**config.mk**
```make
export PLATFORM = sky130hd
export DESIGN_NAME = mmio_bus_matrix
export DESIGN_NICKNAME = d
export VERILOG_FILES = /design/src/rtl/mmio_bus_matrix.sv
export SDC_FILE = /design/constraint.sdc
export NUM_CORES = 1
export LEC_CHECK = 0
export ABC_AREA = 1
export CAP_MARGIN = 10
export CORE_MARGIN = 2
export CORE_UTILIZATION = 40
export CTS_BUF_LIST = sky130_fd_sc_hd__clkbuf_8
export DETAILED_ROUTE_END_ITERATION = 7
export PLACE_DENSITY = 0.94
export SYNTH_ARGS = -nofsm -noshare
export SYNTH_HDL_FRONTEND = slang
export SYNTH_SLANG_ARGS = --single-unit
```
**constraint.sdc**
```tcl
create_clock -name clk -period 4.78 [get_ports clk]
set_input_delay 0.956 -clock clk [delete_from_list [all_inputs] [get_ports clk]]
set_output_delay 0.956 -clock clk [all_outputs]
set_load 0.02 [all_outputs]
```
**src/rtl/mmio_bus_matrix.sv**
```systemverilog
// Single-master MMIO crossbar: decodes one request to a slave, holds it until
// that slave reports ready, then returns a one-cycle response pulse.
// Optional ACCESS watchdog: define MMIO_BUS_MATRIX_TIMEOUT_EN.
module mmio_bus_matrix #(
  parameter int                          NUM_SLAVES     = 4,
  parameter int                          DATA_W         = 32,
  parameter logic [NUM_SLAVES*32-1:0]    SLV_BASE       = {32'ha0000100, 32'ha0000000,
                                                           32'h10010000, 32'h90000000},
  parameter logic [NUM_SLAVES*32-1:0]    SLV_MASK       = {4{32'hffffff00}},
  parameter int                          TIMEOUT_CYCLES = 16
) (
  input  logic                         clk,
  input  logic                         rst,
  input  logic [31:0]                  m_address,
  input  logic [DATA_W-1:0]            m_write_data,
  input  logic [DATA_W/8-1:0]          m_write_mask,
  input  logic                         m_write_enable,
  input  logic                         m_read_enable,
  output logic                         m_busy,
  output logic                         m_resp_valid,
  output logic                         m_error,
  output logic [DATA_W-1:0]            m_read_data,
  output logic [NUM_SLAVES-1:0]        s_sel,
  output logic [31:0]                  s_address,
  output logic [DATA_W-1:0]            s_write_data,
  output logic [DATA_W/8-1:0]          s_write_mask,
  output logic                         s_write_enable,
  output logic                         s_read_enable,
  input  logic [NUM_SLAVES*DATA_W-1:0] s_read_data,
  input  logic [NUM_SLAVES-1:0]        s_ready,
  output logic [7:0]                   err_count
);

  typedef enum logic [1:0] {IDLE, ACCESS, RESP} state_t;

  state_t                state, state_next;
  logic                  req, req_both;
  logic [NUM_SLAVES-1:0] hit_vec, hit_sel;
  logic                  sel_ready;
  logic [DATA_W-1:0]     sel_rdata;
  logic                  timeout_hit;
  logic                  access_done;

  assign req       = m_write_enable | m_read_enable;
  assign req_both  = m_write_enable & m_read_enable;
  assign sel_ready = |(s_sel & s_ready);

  // NOTE: every always_comb output gets a default first so no latch is inferred.
  always_comb begin
    hit_vec = '0;
    for (int k = 0; k < NUM_SLAVES; k++) begin
      hit_vec[k] = (m_address & SLV_MASK[k*32 +: 32]) ==
                   (SLV_BASE[k*32 +: 32] & SLV_MASK[k*32 +: 32]);
    end
  end

  // Isolating the lowest set bit gives lowest-index priority on overlapping windows.
  assign hit_sel = hit_vec & ((~hit_vec) + NUM_SLAVES'(1));

  always_comb begin
    sel_rdata = '0;
    for (int k = 0; k < NUM_SLAVES; k++) begin
      if (s_sel[k]) sel_rdata = sel_rdata | s_read_data[k*DATA_W +: DATA_W];
    end
  end

`ifdef MMIO_BUS_MATRIX_TIMEOUT_EN
  localparam int CNT_W = $clog2(TIMEOUT_CYCLES + 1);
  logic [CNT_W-1:0] access_cnt;

  assign timeout_hit = (state == ACCESS) && !sel_ready &&
                       (access_cnt == CNT_W'(TIMEOUT_CYCLES - 1));

  always_ff @(posedge clk or posedge rst) begin
    if (rst) begin
      access_cnt <= '0;
    end else if (state != ACCESS || sel_ready || timeout_hit) begin
      access_cnt <= '0;
    end else begin
      access_cnt <= access_cnt + CNT_W'(1);
    end
  end
`else
  assign timeout_hit = 1'b0;
`endif

  assign access_done = (state == ACCESS) && (sel_ready || timeout_hit);

  // NOTE: sequential state uses non-blocking assignments so every register samples pre-edge values.
  always_ff @(posedge clk or posedge rst) begin
    if (rst) state <= IDLE;
    else     state <= state_next;
  end

  always_comb begin
    state_next = state;
    case (state)
      IDLE:    if (req) state_next = (req_both || hit_vec == '0) ? RESP : ACCESS;
      ACCESS:  if (sel_ready || timeout_hit) state_next = RESP;
      RESP:    state_next = IDLE;
      default: state_next = IDLE;
    endcase
  end

  assign m_busy       = (state != IDLE);
  assign m_resp_valid = (state == RESP);

  always_ff @(posedge clk or posedge rst) begin
    if (rst) begin
      m_error        <= 1'b0;
      m_read_data    <= '0;
      err_count      <= '0;
      s_sel          <= '0;
      s_address      <= '0;
      s_write_data   <= '0;
      s_write_mask   <= '0;
      s_write_enable <= 1'b0;
      s_read_enable  <= 1'b0;
    end else begin
      if (state == IDLE && req) begin
        if (!req_both && hit_vec != '0) begin
          s_sel          <= hit_sel;
          s_address      <= m_address;
          s_write_data   <= m_write_data;
          s_write_mask   <= m_write_mask;
          s_write_enable <= m_write_enable;
          s_read_enable  <= m_read_enable;
        end else begin
          m_error     <= 1'b1;
          m_read_data <= '0;
          if (err_count != 8'hff) err_count <= err_count + 8'd1;
        end
      end

      if (access_done) begin
        s_sel          <= '0;
        s_address      <= '0;
        s_write_data   <= '0;
        s_write_mask   <= '0;
        s_write_enable <= 1'b0;
        s_read_enable  <= 1'b0;
        if (sel_ready) begin
          m_error     <= 1'b0;
          m_read_data <= s_read_enable ? sel_rdata : '0;
        end else begin
          m_error     <= 1'b1;
          m_read_data <= '0;
          if (err_count != 8'hff) err_count <= err_count + 8'd1;
        end
      end
    end
  end

endmodule

```
==> results by group, run 1 <==
Detailed routing
  • Vias per cell: 5.01
  • First drt pass iteration count: 5
  • Drt initial violations: 445
  • DR DRC count: 0
  • DR vias: 6438
  • Routed len/inst: 16.5 µm
  • Routed WL: 21200 µm
  • Detail Route Antenna Nets: 0

Floorplan
  • I/O pins: 321
  • Die Wd: about 120 µm
  • Core Box Area: 14400 µm²
  • # rows: 44
  • Die area: about 16000 µm²
  • Die height: around 120 µm
  • Starting density of the core: 0.405

Pwr
  • Worst vdd ir: 166 µV
  • Pwr Total: about 2.2 mW
  • Cell Pwr Density: 235 nW/µm²
  • Leakage: 4.59 nW

Min path
  • HP Class: flip-flop to flip-flop

Global routing
  • GR Util All Layers: 0.277
  • Total gr overflow: 0
  • Antenna violations before repair: 1
  • Largest net degree at the start of global routing: 77
  • M3 GR Usage: 0.0743
  • First-pass GRT wire length: 33700 µm
  • Met1 GRT Util: 0.327
  • Most Crowded Layer GR: met2
  • Met2 usage: 0.465
  • Number of global-route vias before repair: roughly 6600

Timing
  • Final Critical Period: around 3.1 ns
  • Final worst setup slack: between 1.5 and 2 ns
  • RSZ-0062 raised after global routing: false
  • Setup Total Neg Slack: 0 ns
  • Clock skew: 0.0111 ns
  • Smallest hold slack: 0.473 ns
  • Hold Vio Cnt, Final: 0
  • Rel. slew slack: 0.364
  • Period utilization: 0.640
  • # setup viols final: 0
  • Pins Over Slew Limit: 0
  • Max frequency: roughly 330 MHz
  • Slew @ Worst Pin: 0.954 ns

Critical path
  • Crit Path Class: input pin to flip-flop
  • CP endpoint kind: flip-flop
  • Critical path arrival: 3.44 ns
  • Crit path max fanout: 52
  • CP Launch Type: input pin
  • Critical Path RT: approximately 5.2 ns

Logic synthesis
  • Synth Instances: 784
  • Synth Warn #: 0
  • Mapped Avg Cell Area: 7.42 µm²
  • Post-synth top area share: 0.503
  • Sequential share of the synthesized area: 0.503
  • Netlist cell types: 29
  • Top cells by area, synth: dfrtp_1 50%, nand2_1 24%, nand3_1 9.2%, nand4_1 3.9%, nor2_1 3.0%
  • Dominant synthesized flop cell: dfrtp_1
  • Synthesized cell area: approximately 5800 µm²
  • Number of synthesized register bits: 117
  • Synth area leader: dfrtp_1
  • Share of flip-flops with an asynchronous set or reset: 1.00
  • Number of synthesized flops with an enable pin: 0
  • Synth Net Count: 989

Placement
  • Detail Placement HPWL: approximately 16000 µm
  • Placed cells: 1252
  • Gpl congestion: 0.877
  • Dpl ws: 1.25 ns
  • IO buf count: 320

Cells and area
  • Synth-to-Final Area Change: 63.9%
  • Post-Layout Cell Count: roughly 1300
  • Share of post-route cells with drive strength above 1: 0.0536
  • Nets: 1292
  • FILL cells: ~1100

Clock network
  • Post-CTS setup buffers: 0
  • Longest Clk Path Bufs: 2
  • Post-CTS sizing: 0
  • H-tree Lvls: 4
  • Number of CTS-inserted buffers: 17
  • CTS tree: done
  • Clk sinks: 117
  • Worst-path clk slew: 0.08 ns
  • Root Driver: clkbuf_8
  • Worst skew pair latency: about 0.44 ns
  • Hold-fix buffers at CTS: 0

Status
  • Status: finished clean

Flow run
  • Max Cap Violations: 0
[final timing paths]
path | end | slack [ns] | cells past startpoint | startpoint
max | s_address[8]$_DFFE_PP0P_ | 1.72 | 12 | m_address[20]
min | m_read_data[0]$_DFFE_PP0P_ | 0.47 | 2 | m_read_data[0]$_DFFE_PP0P_
max reg2reg | m_read_data[15]$_DFFE_PP0P_ | 2.24 | 8 | s_sel[0]$_DFFE_PP0P_
min reg2reg | m_read_data[0]$_DFFE_PP0P_ | 0.47 | 2 | m_read_data[0]$_DFFE_PP0P_
max in group asynchronous | s_write_data[6]$_DFFE_PP0P_ | 2.80 | 3 | rst
min in group asynchronous | m_read_data[27]$_DFFE_PP0P_ | 1.08 | 2 | rst
[critical path, stage by stage]
cell             delay (ns)
clkdlybuf4s50_1        0.44
nor2_1                 0.11
nand2_1                0.12
nor2_2                 0.20
nand3_1                0.14
inv_2                  0.08
nor2_1                 0.04
nand2_1                0.11
nand3_2                0.23
inv_2                  0.69
nand2_1                0.18
nand2_1                0.12
[placed cells by master, fill, tap and decap left out, drive strengths merged, types with 3 or more instances in the layout]
cell	netlist	layout
inv	38	42
nand2	370	370
nand4	36	36
o21ai	3	3
buf	24	10
nand3	108	108
dfrtp	117	117
bufinv	0	4
or2	3	3
nor2	53	53
clkdlybuf4s50	0	320
clkbuf	22	21
[cell families after synthesis]
logic type	synth area share
buf+inv	0.0690
flops	0.503
fa+ha+maj	0.00215
simple gates	0.418
compound gates	0.00473
xor+xnor	0.00301
[per-layer routing]
layer  vias to the layer above  wire (µm)
li1                       3084          -
met5                         -          0
met4                         0        849
met3                        59       1630
met2                       327      10500
met1                      2968       8240
[power by group]
part | internal [mW] | switching, mW
clock | 0.627 | 0.425
combinational | 0.148 | 0.0539
sequential | 0.989 | 0
[Yosys cell counts (2+ instances only)]
library cell	n
buf_1	7
buf_2	3
buf_4	7
buf_6	7
clkbuf_1	22
dfrtp_1	117
inv_1	35
inv_2	3
nand2_1	367
nand2_2	2
nand3_1	107
nand4_1	36
nor2_1	47
nor2_2	5
nor3_1	2
o21ai_1	2
or2_2	3
[cell type report]
class / count / area (µm²) / area share
clock inverter: 11 / 170 / 0.0178
multi-input combinational: 582 / 2490 / 0.261
antenna: 1 / 2.50 / 0.000262
tap: 184 / 230 / 0.0241
sequential: 117 / 2930 / 0.307
clock buffer: 21 / 289 / 0.0303
inverter: 39 / 149 / 0.0156
timing repair buffer: 330 / 3280 / 0.344
[registers in the layout (all words and copies together), names as in the netlist, 2 cells and up]
register,flops
err_count,8
m_read_data,32
s_address,32
s_sel,4
s_write_data,32
s_write_mask,4
state,2
[stage by stage]
step	utilization	cell area [µm²]
global placement	0.632	9080
floorplan	-	5820
detailed placement	0.632	9080
finish	0.664	9540
global route	0.664	9540
CTS	0.664	9540
Power figures use the tool's default switching activity.
==> inputs of run 2 (changes only) <==
- clock period: 4.78 -> 3.1 ns (I/O delays scaled with it)
==> results by group, run 2 (synthesized netlist as in run 1, its figures left out) <==
Pwr
  • Gate power share: 0.095
  • Sw Pwr: 737 µW
  • Worst vdd ir: 339 µV
  • Sequential Power Share: 0.458
  • Cell Pwr Density: 347 nW/µm²
  • Internal power component: 2.59 mW
  • Switch share: 0.221
  • Leakage: 4.63 nW
  • Share of total power in the clock network: 0.447

Timing
  • RSZ-0062 raised after global routing: false
  • Rel. slew slack: 0.500
  • Final Critical Period: 2.57 ns
  • Max frequency: 389 MHz
  • Slew @ Worst Pin: between 0.7 and 0.8 ns
  • Clock skew: around 0.015 ns
  • Period utilization: 0.830
  • Pins Over Slew Limit: 0
  • Setup Total Neg Slack: 0 ns
  • # setup viols final: 0
  • Smallest hold slack: approximately 0.47 ns
  • Hold Vio Cnt, Final: 0

Global routing
  • GR Util All Layers: 0.276
  • Number of global-route vias before repair: 6641
  • Largest net degree at the start of global routing: 70
  • Antenna violations before repair: 2
  • First-pass GRT wire length: 33800 µm
  • Total gr overflow: 0

Critical path
  • Critical path arrival: about 2 ns
  • Max incr delay on CP: just under 0.8 ns
  • Crit path max fanout: 15
  • Setup slack, reg-to-reg: 0.80 ns
  • Critical Path Start: s_sel[3]$_DFFE_PP0P_
  • WP buf/inv: 1
  • Reg2reg start: s_sel[3]$_DFFE_PP0P_
  • CP endpoint kind: output port
  • Top Family by Delay on Critical Path: buffers and inverters
  • CP Launch Type: flip-flop
  • CP Cell Sequence: clkdlybuf4s50_1
  • Slowest-stage cell, CP: clkdlybuf4s50_1
  • Crit Path Class: flip-flop to output port
  • Critical Path RT: between 2 and 2.5 ns

Floorplan
  • # rows: 44
  • Die height: 125 µm
  • Die Wd: 125 µm
  • I/O pins: 321
  • Core Box Area: ~14000 µm²
  • Starting density of the core: 0.405
  • Die area: between 15000 and 20000 µm²

Detailed routing
  • Vias per cell: 5.05
  • Detail Route Antenna Nets: 0
  • Routed WL: between 20000 and 25000 µm
  • DR vias: 6525
  • DR DRC count: 0
  • Drt initial violations: about 420
  • First drt pass iteration count: 5
  • Routed len/inst: approximately 16 µm

Cells and area
  • Nets: between 1000 and 1500
  • Commonest non-fill, non-tap cell in the layout: nand2_1
  • Register area: 2930 µm²
  • Top Registers: m_read_data (32), s_address (32), s_write_data (32)
  • Highest-count cells in the layout ignoring fill and taps: 366 x nand2_1, 320 x clkdlybuf4s50_1, 117 x dfrtp_1
  • Synth-to-Final Area Change: 64.9%
  • Util after Layout: 0.668
  • FILL cells: 1134
  • Share of post-route cells with drive strength above 1: 0.0579
  • Multi-input logic area: 2490 µm²

Clock network
  • Longest Clk Path Bufs: 2
  • Root Driver: clkbuf_8
  • Post-CTS setup buffers: 0
  • Worst-path clk slew: 0.08 ns
  • Clk sinks: approximately 120
  • Hold-fix buffers at CTS: 0
  • CTS tree: done
  • Number of CTS-inserted buffers: 17
  • H-tree Lvls: 4
  • Worst skew pair latency: 0.44 ns
  • Post-CTS sizing: 0

Placement
  • Detail Placement HPWL: 15700 µm
  • IO buf count: between 300 and 400
  • Gpl congestion: approximately 0.91

Min path
  • HP Class: flip-flop to flip-flop
  • Min-delay src: m_read_data[25]$_DFFE_PP0P_

Status
  • Status: finished clean

Flow run
  • Max Cap Violations: 0
[run 2: metal layers]
| metal | share of wire | track usage |
|---|---|---|
| met5 | 0 | 0 |
| met4 | 0.046 | 0.143 |
| met2 | 0.50 | 0.475 |
| met3 | 0.070 | 0.0786 |
| met1 | 0.38 | 0.310 |
[run 2: path summary, 6_finish.rpt]
check | end | cells after the start
worst max-delay path | s_sel[3] | 1
max in group asynchronous | m_error$_DFFE_PP0P_ | 3
worst min register to register | m_read_data[25]$_DFFE_PP0P_ | 2
worst max register to register | m_read_data[15]$_DFFE_PP0P_ | 8
min in group asynchronous | s_address[24]$_DFFE_PP0P_ | 2
worst min-delay path | m_read_data[25]$_DFFE_PP0P_ | 2
[run 2: area by class of cell]
type,instances,share of cell area
Clock inverter,13,0.0163
Inverter,39,0.0156
Multi-Input combinational cell,582,0.260
Antenna cell,2,0.000521
Clock buffer,19,0.0272
Tap cell,184,0.0240
Sequential cell,117,0.305
Timing Repair Buffer,336,0.351
[run 2: power by group through the flow]
stage                     Sequential, mW  Combinational, mW  Clock, mW
final                               1.53              0.317       1.49
after floorplan                     1.56             0.0350          0
after detailed placement            1.56              0.317          0
after global routing                1.52              0.341       1.57
after CTS                           1.53              0.320       1.52
after global placement              1.56              0.312          0
[run 2: through the flow]
stage | instances | setup slack, ns | power (mW) | area (µm²)
finish | 1292 | 0.526 | 3.33 | 9600
global route | 1292 | 0.405 | 3.44 | 9600
CTS | 1290 | 0.441 | 3.36 | 9590
detailed placement | 1258 | 0.362 | 1.87 | 9180
global placement | 1258 | 0.436 | 1.87 | 9180
floorplan | 784 | 1.05 | 1.59 | 5820
==> edit: new RTL, config.mk and constraints of run 2 <==
Build with the macro `MMIO_BUS_MATRIX_TIMEOUT_EN` defined.
--- a/src/rtl/mmio_bus_matrix.sv
+++ b/src/rtl/mmio_bus_matrix.sv
@@ -2,4 +2,6 @@
 // that slave reports ready, then returns a one-cycle response pulse.
 // Optional ACCESS watchdog: define MMIO_BUS_MATRIX_TIMEOUT_EN.
+`define MMIO_BUS_MATRIX_TIMEOUT_EN
+
 module mmio_bus_matrix #(
   parameter int                          NUM_SLAVES     = 4,
Check against the original RTL: no difference found for any inputs over 4 cycles, from zero or initial values and one cycle with rst high; that may be too few to reach the edited logic, so the function may still have changed.
==> edit against run 2 <==
  * Die area up 0.29%
  * First-iteration DRC count is 33% lower
  * Hold slack lost 11 ps
  * Area after synthesis is 0.30% higher
  * Wire length decreased by 11%
  * Cell count decreased by 12%
  * Sequential cell count grew 5
  * Setup slack better by 120 ps
  * Fmax is 4.8% higher
  * Final area is 1.1% lower
  * Critical path type unchanged
  * Largest cell class unchanged
Power is not compared: it rests on default switching activity, and its combinational part moved more than twofold at a synthesized area within 25%.
==> edit: results (changes against run 2) <==
status finished clean (unchanged); Layout Nets 1150 (was 1298); routed wire length 18.80 mm (was 21.21 mm); Worst R2R End s_write_data[5] (was m_read_data[15]); DR vias/cell 5.121 (was 5.050); critical path arrival 1840 ps (was 1950 ps); routability-driven placement congestion ratio 0.8345 (was 0.9134); Netlist cell types 28 (was 29); grt met2 use 40.92% (was 47.54%); Compound-Gate Fraction of Synth Area 13.69% (was 0.4729%); Worst Clk Skew 12.83 ps (was 15.46 ps); top cells by area, synth dfrtp_1 (52%), nand2_1 (11%), nand3_2 (5.7%), a221oi_1 (4.8%), a22o_1 (4.8%) (was dfrtp_1 (50%), nand2_1 (24%), nand3_1 (9.2%), nand4_1 (3.9%), nor2_1 (3.0%)); number of buffers added on ports 320 (unchanged); Synth Area in XOR/XNOR 0.6001% (was 0.3009%); crit-path max FO 34 (was 15); Tot GR Track Use 24.25% (was 27.55%); min-delay src access_cnt[0] (was m_read_data[25]); Post-DP HPWL 14.53 mm (was 15.66 mm); met3 Resource Use GR 7.388% (was 7.861%); share of layout cells above drive strength 1 8.805% (was 5.787%); initial antenna violation count 0 (was 2); grt met1 use 29.64% (was 30.97%); worst r2r src access_cnt[0] (was s_sel[3]); Avg Cell Area, Syn 9.237 sq um (was 7.424 sq um); depth of the worst hold-timing path 1 (was 2); syn nets 839 (was 989); Tightest Pin Transition 939.0 ps (was 742.4 ps); first-pass GRT wire length 29.93 mm (was 33.75 mm); largest net degree at the start of global routing 56 (was 70); Min-Delay Endpoint access_cnt[0] (was m_read_data[25]); Adder-Cell Fraction of Synth Area 0.6429% (was 0.2150%)
edit: through the flow:
stage          instance area, sq um  power, uW  hold WS, ps  worst slack (ps)
6_report                       9488       3788        462.3             644.7
5_1_grt                        9488       3961        497.6             529.9
4_1_cts                        9488       3831        464.9             614.5
3_5_place_dp                   9089       2387        456.0             248.0
3_3_place_gp                   9089       2374        447.6             295.0
2_1_floorplan                  5842       1964        432.9             982.7
edit: area by class of cell:
class	count	area [sq um]
repair buffers	333	3338
fillers	1080	4881
clock buffers	18	247.7
clock inverters	12	151.4
flip-flops and latches	122	3053
inverters	52	200.2
well taps	184	230.2
multi-input cells	417	2267
edit: worst max path at each step:
stage	start	to	slack, ps	cells past startpoint
3_5_place_dp	m_address[14]	s_write_data[5]	250	13
3_3_place_gp	m_address[14]	s_write_data[20]	290	13
4_1_cts	s_sel[1]	s_sel[1]	610	2
2_1_floorplan	rst	access_cnt[0]	980	1
5_1_grt	m_address[14]	s_write_data[20]	530	13
6_report	s_sel[1]	s_sel[1]	640	2
edit: routing by layer:
layer	part of all wire, %	routed length, um	vias to the layer above
li1	-	-	2726
met1	40	7471	2788
met2	50	9349	284
met3	8.6	1623	30
met4	1.9	356	0
met5	0	0	-
edit: report_power, final:
part	leakage [uW]	total, uW	internal, uW	switching (uW)
clock network	0.000200	1430	804	628
registers	0.00157	1700	1640	54.6
logic	0.00244	659	379	281
total	0.00421	3790	2820	963
edit: logic make-up after synthesis:
group,Yosys count
xor gates and xnor gates,4
AOI/OAI and AO/OA,111
adders and majority gates,3
DFF,122
and+or+nand+nor,299
buffers and inverters,93
edit: critical path, stage by stage (launching register included):
cell	delay [ps]
dfrtp_1	350
buf_4	350
clkdlybuf4s50_1	690
